[config.mk]
export PLATFORM = sky130hd
export DESIGN_NAME = mcb_cmd_arbiter
export DESIGN_NICKNAME = d
export VERILOG_FILES = /design/src/rtl/mcb_pkg.sv /design/src/rtl/mcb_rd_credit.sv /design/src/rtl/mcb_cmd_arbiter.sv
export SDC_FILE = /design/constraint.sdc
export NUM_CORES = 1
export LEC_CHECK = 0
export BUFFER_PORTS_ARGS = -buffer_cell sky130_fd_sc_hd__buf_2
export CORE_MARGIN = 10
export CORE_UTILIZATION = 45
export DETAILED_ROUTE_END_ITERATION = 7
export MAX_ROUTING_LAYER = met4
export PLACE_DENSITY_LB_ADDON = 0.12
export SLEW_MARGIN = 20
export SYNTH_ARGS = -nofsm -noshare
export SYNTH_HDL_FRONTEND = slang
export SYNTH_SLANG_ARGS = --single-unit
[constraint.sdc]
create_clock -name clk -period 4.08 [get_ports clk]
set_input_delay 0.816 -clock clk [delete_from_list [all_inputs] [get_ports clk]]
set_output_delay 0.816 -clock clk [all_outputs]
set_load 0.05 [all_outputs]
[src/rtl/mcb_pkg.sv]
// mcb_pkg: constants and types shared by the MCB command arbiter files.
//   MCB_FIFO_DEPTH : default depth (32-bit words) of the port data FIFOs
//   MCB_INSTR_WR/RD: controller command instruction encodings
//   arb_state_t    : arbiter FSM state encoding (also seen on dbg_state)
package mcb_pkg;

  localparam int MCB_FIFO_DEPTH = 64;

  localparam logic [2:0] MCB_INSTR_WR = 3'b000;
  localparam logic [2:0] MCB_INSTR_RD = 3'b001;

  typedef enum logic [1:0] {
    ST_WAIT_CALIB = 2'd0,
    ST_IDLE       = 2'd1,
    ST_ISSUE      = 2'd2,
    ST_GAP        = 2'd3
  } arb_state_t;

endpackage

[src/rtl/mcb_rd_credit.sv]
// mcb_rd_credit: tracks read-data words that have been requested from the
// controller but not yet popped by the consumer.
//   clk, rst_n     : port clock, asynchronous active-low reset
//   add_en, add_bl : a read command issues this cycle, burst length minus one
//   pop            : consumer pops one word from the read-data FIFO
//   credit         : words outstanding (registered)
//   err            : sticky; set on a pop at zero credit or on count overflow
module mcb_rd_credit #(
  parameter int BL_W = 6
) (
  input  logic            clk,
  input  logic            rst_n,
  input  logic            add_en,
  input  logic [BL_W-1:0] add_bl,
  input  logic            pop,
  output logic [6:0]      credit,
  output logic            err
);

  logic [7:0] add_amt;
  logic [7:0] sub_amt;
  logic [7:0] credit_nxt;
  logic       underflow;

  // Issue and pop in the same cycle combine into a single net update.
  // A pop at zero is dropped (counter saturates) and flagged.
  always_comb begin
    add_amt    = add_en ? (8'(add_bl) + 8'd1) : 8'd0;
    underflow  = pop && (credit == 7'd0);
    sub_amt    = (pop && !underflow) ? 8'd1 : 8'd0;
    credit_nxt = {1'b0, credit} + add_amt - sub_amt;
  end

  always_ff @(posedge clk or negedge rst_n) begin
    if (!rst_n) begin
      credit <= 7'd0;
      err    <= 1'b0;
    end else begin
      credit <= credit_nxt[6:0];
      // Bit 7 can only rise if the eligibility check was bypassed.
      if (underflow || credit_nxt[7]) err <= 1'b1;
    end
  end

endmodule

[src/rtl/mcb_cmd_arbiter.sv]
// mcb_cmd_arbiter: shares one MCB command port between a burst writer and a
// burst reader. Writes wait for enough data in the write FIFO; reads wait for
// enough free space in the read FIFO (tracked by mcb_rd_credit).
//
// Build option: MCB_ARB_RD_PRIORITY_EN -- when defined, an eligible read
// always wins; otherwise requesters alternate round-robin.
//
// Ports:
//   clk, SYS_RESETn          : port clock, asynchronous active-low reset
//   mem_calib_done           : calibration complete
//   wr_req/wr_bl/wr_addr     : writer request, burst length-1, byte address
//   wr_gnt                   : one-cycle pulse when the write command issues
//   rd_req/rd_bl/rd_addr     : reader request, burst length-1, byte address
//   rd_gnt                   : one-cycle pulse when the read command issues
//   cmd_full, wr_count       : controller command-FIFO full, write FIFO fill
//   rd_pop                   : consumer popped one read-data word
//   cmd_en/cmd_instr/cmd_bl/cmd_byte_addr : command to the controller
//   rd_credit_used           : read words outstanding
//   err                      : sticky protocol error
//   dbg_state                : current FSM state
//
// Handshake: a requester holds req/bl/addr stable until its gnt pulse; the
// gnt cycle is the cycle cmd_en is presented to the controller.
module mcb_cmd_arbiter
  import mcb_pkg::*;
#(
  parameter int FIFO_DEPTH = MCB_FIFO_DEPTH,
  parameter int ADDR_W     = 30,
  parameter int BL_W       = 6
) (
  input  logic              clk,
  input  logic              SYS_RESETn,
  input  logic              mem_calib_done,
  input  logic              wr_req,
  input  logic [BL_W-1:0]   wr_bl,
  input  logic [ADDR_W-1:0] wr_addr,
  output logic              wr_gnt,
  input  logic              rd_req,
  input  logic [BL_W-1:0]   rd_bl,
  input  logic [ADDR_W-1:0] rd_addr,
  output logic              rd_gnt,
  input  logic              cmd_full,
  input  logic [6:0]        wr_count,
  input  logic              rd_pop,
  output logic              cmd_en,
  output logic [2:0]        cmd_instr,
  output logic [BL_W-1:0]   cmd_bl,
  output logic [ADDR_W-1:0] cmd_byte_addr,
  output logic [6:0]        rd_credit_used,
  output logic              err,
  output logic [1:0]        dbg_state
);

  arb_state_t state, state_nxt;

  logic wr_elig;
  logic rd_elig;
  logic pick_rd;
  logic sel_rd_q;    // the command latched for ISSUE is a read
  logic issue_err;   // cmd_full seen while issuing
  logic credit_err;

`ifndef MCB_ARB_RD_PRIORITY_EN
  logic prefer_rd;   // round-robin: read goes first on the next tie
`endif

  // Sums kept at 8 bits so a 64-word burst on top of 64 credits cannot wrap.
  always_comb begin
    wr_elig = wr_req && !cmd_full &&
              ({1'b0, wr_count} >= (8'(wr_bl) + 8'd1));
    rd_elig = rd_req && !cmd_full &&
              (({1'b0, rd_credit_used} + 8'(rd_bl) + 8'd1) <= 8'(FIFO_DEPTH));
  end

  always_comb begin
`ifdef MCB_ARB_RD_PRIORITY_EN
    pick_rd = rd_elig;
`else
    pick_rd = rd_elig && (!wr_elig || prefer_rd);
`endif
  end

  // State register
  always_ff @(posedge clk or negedge SYS_RESETn) begin
    if (!SYS_RESETn) state <= ST_WAIT_CALIB;
    else             state <= state_nxt;
  end

  // Next-state logic
  always_comb begin
    state_nxt = state;
    unique case (state)
      ST_WAIT_CALIB: if (mem_calib_done) state_nxt = ST_IDLE;
      ST_IDLE:       if (wr_elig || rd_elig) state_nxt = ST_ISSUE;
      ST_ISSUE:      state_nxt = ST_GAP;
      ST_GAP:        state_nxt = mem_calib_done ? ST_IDLE : ST_WAIT_CALIB;
      default:       state_nxt = ST_WAIT_CALIB;
    endcase
  end

  // Outputs
  always_comb begin
    cmd_en    = (state == ST_ISSUE);
    wr_gnt    = cmd_en && !sel_rd_q;
    rd_gnt    = cmd_en &&  sel_rd_q;
    dbg_state = state;
  end

  // Command fields are captured at the IDLE decision so they are stable and
  // registered during ISSUE; they hold their value afterwards.
  always_ff @(posedge clk or negedge SYS_RESETn) begin
    if (!SYS_RESETn) begin
      sel_rd_q      <= 1'b0;
      cmd_instr     <= 3'b000;
      cmd_bl        <= '0;
      cmd_byte_addr <= '0;
    end else if (state == ST_IDLE && (wr_elig || rd_elig)) begin
      sel_rd_q      <= pick_rd;
      cmd_instr     <= pick_rd ? MCB_INSTR_RD : MCB_INSTR_WR;
      cmd_bl        <= pick_rd ? rd_bl   : wr_bl;
      cmd_byte_addr <= pick_rd ? rd_addr : wr_addr;
    end
  end

`ifndef MCB_ARB_RD_PRIORITY_EN
  always_ff @(posedge clk or negedge SYS_RESETn) begin
    if (!SYS_RESETn)            prefer_rd <= 1'b0;
    else if (state == ST_ISSUE) prefer_rd <= !sel_rd_q;
  end
`endif

  always_ff @(posedge clk or negedge SYS_RESETn) begin
    if (!SYS_RESETn)                          issue_err <= 1'b0;
    else if (state == ST_ISSUE && cmd_full)   issue_err <= 1'b1;
  end

  mcb_rd_credit #(
    .BL_W (BL_W)
  ) u_rd_credit (
    .clk    (clk),
    .rst_n  (SYS_RESETn),
    .add_en (rd_gnt),
    .add_bl (cmd_bl),
    .pop    (rd_pop),
    .credit (rd_credit_used),
    .err    (credit_err)
  );

  assign err = issue_err || credit_err;

endmodule

==> results_dict.tcl <==
set metrics [dict create \
    root_buffer "clkbuf_8" \
    numCtsBuffers 5 \
    first_pass_iters 8 \
    synth_compound_area_frac 0.1821 \
    dp_cells 601 \
    die_area_sq_mm 0.01136 \
    ctsHoldBuffers 0 \
    synth.distinct_cells 47 \
    setup_viol 0 \
    slew_violations 0 \
    hpwlAfterDp_um 7308 \
    drtIter0Drc 235 \
    end_kind "flop" \
    core_area_sq_mm 0.007253 \
    async_reset_ff_frac 1.000 \
    clkSinkCount 49 \
    p_per_area_mw_per_mm2 843.1 \
    yosys.area_share.simple 0.08750 \
    min_period_over_period 0.8243 \
    synth-main-ff-cell "dfrtp_1" \
    hold_class "flop to flop" \
    routed_wl_um 9282 \
    utilization 0.5781 \
    cts_tree "yes" \
    path_max_fanout 8 \
    tightest_slew_ns 0.6303 \
    viasPerCell 4.980 \
    syn_avg_cell_area_sq_um 8.975 \
    ant_nets 0 \
    wl_met3_um 668 \
    synth_mux_area_frac 0.003337 \
    dp_worst_setup_slack_ns 0.4604 \
    n_antenna_cell 0 \
    netlist.area_leader.share 0.3634 \
    wl_met1_um 4006 \
    rsz0062_at_grt "no" \
    synth-seq-area-share 0.3634 \
    clk_pin_slew_ns 0.09 \
    synthCells 376 \
    area_delta_synth_final_pct 24.25 \
    grt_max_degree 50 \
    port_buffers 135 \
    hold_path_depth 1 \
    die-height_um 106.6 \
    p_leak_nw 2.494 \
    drc 0 \
    ys_seq_elements 49 \
    post_cts_buffers 0 \
    criticalPathCategory "flop to flop" \
    cp_data_arrival_time_ns 3.55 \
    clock_insertion_delay_worst_skew_ns 0.30 \
    gp_congestion 0.7913 \
    wl_met2_um 4523 \
    layout.cells.non_filler 609 \
    grt_remaining_overflow 0 \
    max_cap_viol_count 0 \
    hold_ws_ns 0.4564 \
    yosysMostFrequentCell "inv_1" \
    finalSetupTns_ns 0 \
    start_kind "flop" \
    ir_drop_mv 0.4387 \
    synth.largest_area_cell "dfrtp_1" \
    synth_commonest_cells "inv_1 (139), dfrtp_1 (49), a222oi_1 (36)" \
    synthTopCellsByArea "dfrtp_1 (36%), inv_1 (15%), ha_1 (12%)" \
    grtUsageTotal 0.1592 \
    num_rows 31 \
    die_w_um 106.6 \
    cts_buffer_depth 2 \
    ctsResizeCount 0 \
    htree_levels 2 \
    reg2reg_depth 13 \
    fin_worst_skew_ns 0.01167 \
    synth_xor_area_frac 0.03634 \
    first_global_vias 3139 \
    total_power_mw 3.535 \
    top_layer "met4" \
    final_hold_viol_count 0 \
    io_pins 138 \
    stdcell_area_sq_mm 0.004193 \
    initial_utilization 0.4652 \
    placed_area_sq_mm 0.004081 \
    vias 3033 \
    drive_above_1_share 0.3078 \
    required_ns 4.27 \
    synthAdderAreaFrac 0.1283 \
    status "finished, final reports clean" \
    ys_warn_count 0 \
    timing.slew.headroom 0.5798 \
    fin_nets 629 \
    syn_area_sq_mm 0.003374 \
    synth_edf_count 0 \
    fmaxAchievable_mhz 297.3 \
    antenna_found_initial 0 \
    setup_slack_ns 0.7169 \
    synth_top_family_by_area "buffers and inverters" \
    finalWorstPathRequiredPeriod_ns 3.363 \
    grt_pass1_wl_um 14840 \
    wl_per_cell_um 15.24 \
]
## logic make-up (layout without fill, tap and decap cells)
group / count (synthesis) / count (layout)
other: 1 / 2
buffers and inverters: 154 / 287
AOI/OAI and AO/OA: 68 / 68
and+or+nand+nor: 55 / 55
DFF: 49 / 49
adders and majority gates: 34 / 34
muxes: 1 / 1
xor gates and xnor gates: 14 / 14
## layout by cell type (no fill, tap or decap), types with 3 or more instances in the layout
cell type	n
inv_1	139
buf_2	135
dfrtp_1	49
a222oi_1	36
ha_1	33
nand2_1	14
xnor2_1	12
nand3_1	9
a21oi_1	9
a21o_1	7
nor2_1	6
clkbuf_8	5
nor2b_1	4
buf_4	4
nand4_1	3
o21bai_1	3
nor3_1	3
## layer usage
metal	vias up	GRT usage
met5	-	-
met4	0	0.02901
met3	9	0.04371
met2	107	0.2634
met1	1412	0.1916
li1	1505	-
## final timing paths
check | startpoint | end | slack, ns
setup / recovery | dbg_state[0] | u_rd_credit.err | 0.72
hold / removal | issue_err | issue_err | 0.46
setup reg to reg | dbg_state[0] | u_rd_credit.err | 0.72
hold reg to reg | issue_err | issue_err | 0.46
max in group asynchronous | SYS_RESETn | cmd_byte_addr[21] | 3.04
min in group asynchronous | SYS_RESETn | cmd_byte_addr[15] | 0.60
## critical path: stages, from the launching register on
cell and delay [ns]:
dfrtp_1 0.45, inv_1 0.13, ha_1 0.24, and2_1 0.33, nand2_1 0.10, ha_1 0.33, inv_1 0.05, ha_1 0.28
a21o_1 0.18, a21oi_1 0.22, o21bai_1 0.13, a2111oi_0 0.53, nor3_1 0.09, nand3b_1 0.17
## sequential cells by signal, indices dropped and copies added (netlist names)
signal	flops
dbg_state	2
cmd_byte_addr	30
prefer_rd	1
cmd_bl	6
u_rd_credit.credit	7
u_rd_credit.err	1
sel_rd_q	1
issue_err	1
## power by group
group / total, mW / internal, mW / leakage [nW] / switching [mW]
logic: 2.29 / 0.724 / 1.91 / 1.56
clock network: 0.345 / 0.184 / 0.0554 / 0.161
registers: 0.901 / 0.727 / 0.529 / 0.174
## layout make-up
| cell class | count | area [sq um] |
|---|---|---|
| tap | 99 | 123.9 |
| timing repair buffer | 140 | 725.7 |
| sequential | 49 | 1226 |
| inverter | 139 | 521.8 |
| multi-input combinational | 174 | 1484 |
| fill | 709 | 3060 |
| clock buffer | 6 | 72.57 |
| clock inverter | 2 | 38.79 |
Power figures use the tool's default switching activity.
